[src/rtl/carry_chain_seq.sv]
// Wide add/subtract built by time-multiplexing one 8-bit ripple-carry slice.
// One byte is processed per cycle, least significant byte first, with the carry registered between bytes.
module carry_chain_seq #(
  parameter int WORDS = 4
) (
  input  logic                 clk,
  input  logic                 rst_n,
  input  logic                 in_valid,
  output logic                 in_ready,
  input  logic [8*WORDS-1:0]   in_a,
  input  logic [8*WORDS-1:0]   in_b,
  input  logic                 in_sub,
  input  logic                 in_cin,
  output logic                 out_valid,
  input  logic                 out_ready,
  output logic [8*WORDS-1:0]   out_sum,
  output logic                 out_cout,
  output logic                 out_ovf
);

  localparam int W     = 8 * WORDS;
  localparam int IDX_W = $clog2(WORDS);
  localparam logic [IDX_W-1:0] LAST_IDX = IDX_W'(WORDS - 1);

  localparam logic [1:0] S_IDLE = 2'd0;
  localparam logic [1:0] S_RUN  = 2'd1;
  localparam logic [1:0] S_DONE = 2'd2;

  logic [1:0]       r_state;
  logic [IDX_W-1:0] r_idx;
  logic             r_carry;
  logic [W-1:0]     r_a;
  logic [W-1:0]     r_b;
  logic [7:0]       r_sumChunks [WORDS];
  logic             r_cout;
  logic             r_ovf;

  logic [7:0]       w_aChunks [WORDS];
  logic [7:0]       w_bChunks [WORDS];
  logic [7:0]       w_aChunk;
  logic [7:0]       w_bChunk;
  logic [7:0]       w_p;
  logic [7:0]       w_s;
  logic             w_cout;
  logic             w_ovf;

  // Model of the fabric slice: each stage propagates CIN when P is set, otherwise passes DI (G).
  function automatic logic [8:0] carry8(input logic [7:0] p, input logic [7:0] g, input logic cin);
    logic [8:0] c;
    logic [7:0] s;
    c[0] = cin;
    s    = '0;
    for (int i = 0; i < 8; i++) begin
      s[i]   = p[i] ^ c[i];
      c[i+1] = p[i] ? c[i] : g[i];
    end
    return {c[8], s};
  endfunction

  for (genvar k = 0; k < WORDS; k++) begin : g_chunks
    assign w_aChunks[k]        = r_a[8*k +: 8];
    assign w_bChunks[k]        = r_b[8*k +: 8];
    assign out_sum[8*k +: 8]   = r_sumChunks[k];
  end

  assign w_aChunk        = w_aChunks[r_idx];
  assign w_bChunk        = w_bChunks[r_idx];
  assign w_p             = w_aChunk ^ w_bChunk;
  assign {w_cout, w_s}   = carry8(w_p, w_aChunk, r_carry);
  assign w_ovf           = (w_aChunk[7] == w_bChunk[7]) && (w_s[7] != w_aChunk[7]);

  assign in_ready  = (r_state == S_IDLE);
  assign out_valid = (r_state == S_DONE);
  assign out_cout  = r_cout;
  assign out_ovf   = r_ovf;

  always_ff @(posedge clk) begin
    if (!rst_n) begin
      r_state <= S_IDLE;
      r_idx   <= '0;
      r_carry <= 1'b0;
      r_cout  <= 1'b0;
      r_ovf   <= 1'b0;
      for (int k = 0; k < WORDS; k++) r_sumChunks[k] <= '0;
    end else begin
      case (r_state)
        S_IDLE: begin
          if (in_valid) begin
            // Subtraction is A + ~B + 1, with the borrow-in folded into the initial carry.
            r_a     <= in_a;
            r_b     <= in_sub ? ~in_b : in_b;
            r_carry <= in_cin ^ in_sub;
            r_idx   <= '0;
            r_state <= S_RUN;
          end
        end
        S_RUN: begin
          r_sumChunks[r_idx] <= w_s;
          r_carry            <= w_cout;
          if (r_idx == LAST_IDX) begin
            r_cout  <= w_cout;
            r_ovf   <= w_ovf;
            r_idx   <= '0;
            r_state <= S_DONE;
          end else begin
            r_idx <= r_idx + 1'b1;
          end
        end
        S_DONE: begin
          if (out_ready) r_state <= S_IDLE;
        end
        default: r_state <= S_IDLE;
      endcase
    end
  end

endmodule

[config.mk]
export PLATFORM = sky130hd
export DESIGN_NAME = carry_chain_seq
export DESIGN_NICKNAME = d
export VERILOG_FILES = /design/src/rtl/carry_chain_seq.sv
export SDC_FILE = /design/constraint.sdc
export NUM_CORES = 1
export LEC_CHECK = 0
export ABC_CLOCK_PERIOD_IN_PS = 4200
export BUFFER_PORTS_ARGS = -buffer_cell sky130_fd_sc_hd__buf_2
export CORE_MARGIN = 8
export CORE_UTILIZATION = 56
export CTS_BUF_LIST = sky130_fd_sc_hd__clkbuf_8
export DETAILED_ROUTE_END_ITERATION = 10
export PLACE_DENSITY_LB_ADDON = 0.05
export SLEW_MARGIN = 20
export SYNTH_ARGS = -nofsm -noshare
export SYNTH_HDL_FRONTEND = slang
export SYNTH_SLANG_ARGS = --single-unit
[constraint.sdc]
create_clock -name clk -period 4.2 [get_ports clk]
set_clock_uncertainty 0.15 [all_clocks]
set_input_delay 0 -clock clk [delete_from_list [all_inputs] [get_ports clk]]
set_output_delay 0 -clock clk [all_outputs]
set_load 0.02 [all_outputs]
==> impl_metrics.env <==
export IMPL_yosys_area_share_simple=0.07359
export IMPL_clockBufferDepth=2
export IMPL_period_share=0.8781
export IMPL_io_pins=106
export IMPL_netlist_instances=289
export IMPL_grt_pass1_vias=3000
export IMPL_max_freq_ghz=0.2711
export IMPL_gp_congestion=0.7841
export IMPL_clock_sinks=103
export IMPL_hpwl_mm=6.045
export IMPL_drtPass1Iterations=4
export IMPL_final_cell_mix="buf_2, edfxtp_1, dlygate4sd3_1"
export IMPL_synth_top_family_by_area="XOR/XNOR gates"
export IMPL_synth_xor_area_share=0.09068
export IMPL_ys_warn_count=0
export IMPL_grt_util_all_layers=0.1627
export IMPL_die_area_mm2=0.01124
export IMPL_chipHeight_um=106.0
export IMPL_p_int_uw=1578
export IMPL_critPathMaxStageDelay_ps=680
export IMPL_placed_area_mm2=0.005135
export IMPL_comb_power_share=0.177
export IMPL_stdcell_area_mm2=0.005991
export IMPL_ys_seq_area_frac=0.6659
export IMPL_globalRouteOverflowTotal=0
export IMPL_clk_pin_slew_ps=100
export IMPL_grt_pass1_wl_mm=14.55
export IMPL_syn_area_mm2=0.004539
export IMPL_setup_viol=0
export IMPL_critPathTopFamily="compound AO/OA/AOI/OAI gates"
export IMPL_cp_arrival_ps=3850
export IMPL_cap_violations=0
export IMPL_h_tree_depth=3
export IMPL_synth_compound_area_frac=0.04658
export IMPL_fp_coreArea_mm2=0.008051
export IMPL_cts_made_buffers=9
export IMPL_antenna_left=0
export IMPL_antenna_found_initial=1
export IMPL_portBuffers=105
export IMPL_p_seq_frac=0.564
export IMPL_setup_tns_ps=0
export IMPL_worst_hold_startpoint="in_cin"
export IMPL_rsz0062_at_grt="no"
export IMPL_initial_core_util=0.5638
export IMPL_hold_class="in2reg"
export IMPL_synth_area_mux_share=0.08490
export IMPL_drive_above_1_share=0.3085
export IMPL_synth_seq_cells=103
export IMPL_wl_per_cell_um=15.53
export IMPL_grt_max_degree=65
export IMPL_finalHoldViolCount=0
export IMPL_cp_data_required_time_ps=4360
export IMPL_drt_wl_total_mm=8.945
export IMPL_num_nets_final=538
export IMPL_endpoint_kind="flop"
export IMPL_tightestPinTransition_ps=849.7
export IMPL_ir_worst_vdd_uv=172.5
export IMPL_report_final_slew_viol_count=0
export IMPL_p_sw_frac=0.2616
export IMPL_cp_cell_sequence="buf_4, mux4_2, o22ai_2, o21ai_4, o21a_4, a21o_1, maj3_2, fa_1, xnor2_1, nor3_1, a21oi_1, nor2b_1"
export IMPL_viasPerCell=5.003
export IMPL_post_cts_resized=0
export IMPL_post_cts_buffers=0
export IMPL_synthAdderAreaFrac=0.01488
export IMPL_synth_nets=362
export IMPL_drt_initial_drc_count=113
export IMPL_remaining_drc_errors=0
export IMPL_root_buffer="clkbuf_8"
export IMPL_clkPwrFrac=0.259
export IMPL_power_switching_uw=559.2
export IMPL_r2r_start="r_idx[0]"
export IMPL_syn_avg_cell_area_um2=15.71
export IMPL_cellLeakagePower_uw=0.002360
export IMPL_cp_slowest_cell="dfxtp_1"
export IMPL_final_min_clock_period_ps=3688
export IMPL_critPathLaunchType="flop"
export IMPL_path_buf_inv=1
export IMPL_relSlewSlack=0.4336
export IMPL_clkLatencyLatePin_ps=360
export IMPL_powerDensity_mw_per_mm2=356.8
export IMPL_status="completed"
export IMPL_path_max_fanout=10
export IMPL_final_common_cell="buf_2"
export IMPL_critPathKind="reg2reg"
export IMPL_synth_cell_types=41
export IMPL_hold_buffers=68
export IMPL_areaGrowthSynthToFinish_pct=31.97
export IMPL_finalPower_uw=2138
export IMPL_die_w_um=106.0
export IMPL_cts_tree="built"
export IMPL_fp_row_count=33
export IMPL_vias=2882
export IMPL_critPathLaunch="r_idx[0]"
-- tightest hold or removal path: stages --
cell	delay, ps
buf_2	90
xnor2_1	60
nor2_1	90
a21oi_1	40
o21ai_0	140
and2_1	120
-- cells in the mapped netlist, drive strengths merged --
master	count	area share
a21bo	1	0.0022
a21boi	2	0.0033
a21o	2	0.0033
a21oi	7	0.010
a22oi	2	0.0033
a31oi	2	0.0028
and2	1	0.0014
buf	3	0.0077
clkbuf	9	0.014
dfxtp	7	0.031
edfxtp	96	0.64
fa	1	0.0044
ha	2	0.0055
inv	2	0.0017
maj3	2	0.0050
mux2i	1	0.0022
mux4	16	0.083
nand2	15	0.012
nand2b	4	0.0055
nand3	4	0.0044
nand4b	1	0.0019
nor2	41	0.034
nor2b	5	0.0069
nor3	2	0.0022
nor3b	1	0.0017
o211ai	2	0.0033
o21a	1	0.0033
o21ai	5	0.0080
o21bai	1	0.0017
o221a	1	0.0025
o22ai	1	0.0028
or2	1	0.0019
or3	1	0.0014
xnor2	9	0.017
xor2	38	0.073
-- metrics by stage --
| step | utilization | setup slack, ps | instances | hold WS (ps) |
|---|---|---|---|---|
| global route | 0.7441 | 276.9 | 576 | 114.4 |
| CTS | 0.7437 | 479.7 | 575 | 58.30 |
| detailed placement | 0.6378 | 493.7 | 491 | 28.54 |
| floorplan | - | 370.8 | 289 | -51.13 |
| global placement | 0.6378 | 537.2 | 491 | 27.33 |
| finish | 0.7441 | 512.0 | 576 | 60.50 |
-- worst paths after layout --
check | to | slack [ps] | cells past startpoint
worst min-delay path | r_carry | 60 | 6
worst min register to register | out_cout | 330 | 2
worst max register to register | out_ovf | 510 | 12
worst max-delay path | out_ovf | 510 | 12
-- sequential cells by signal, indices dropped and copies added, names as in the netlist --
signal,flops
r_sumChunks,32
r_b,32
out_cout,1
out_ovf,1
r_state,2
r_idx,2
r_a,32
r_carry,1
-- layout make-up --
cell class | instances | area [µm²]
Antenna cell | 1 | 2.502
Clock buffer | 9 | 123.9
Clock inverter | 7 | 48.80
Fill cell | 533 | 2061
Inverter | 2 | 7.507
Multi-Input combinational cell | 172 | 1418
Sequential cell | 103 | 3023
Tap cell | 105 | 131.4
Timing Repair Buffer | 177 | 1236
-- power by group through the flow --
stage	sequential (µW)	combinational [µW]	clock, µW
CTS	1210	380	563
global placement	1230	326	0
detailed placement	1230	332	0
floorplan	1250	211	0
finish	1210	378	554
global route	1210	413	598
-- per-layer routing --
layer | global-route usage | share of wire | vias up
met5 | 0 | 0 | -
met4 | 0.06533 | 0.015 | 0
met3 | 0.04114 | 0.056 | 14
met2 | 0.2717 | 0.49 | 80
met1 | 0.1983 | 0.44 | 1375
li1 | - | - | 1413
-- cell families (layout without fill, tap and decap cells) --
family / after synthesis / count (layout)
mux: 17 / 17
compound gates: 27 / 27
xor+xnor: 47 / 47
flops: 103 / 103
buf+inv: 14 / 195
fa+ha+maj: 5 / 5
simple gates: 76 / 76
other cells: 0 / 1
Power figures use the tool's default switching activity.
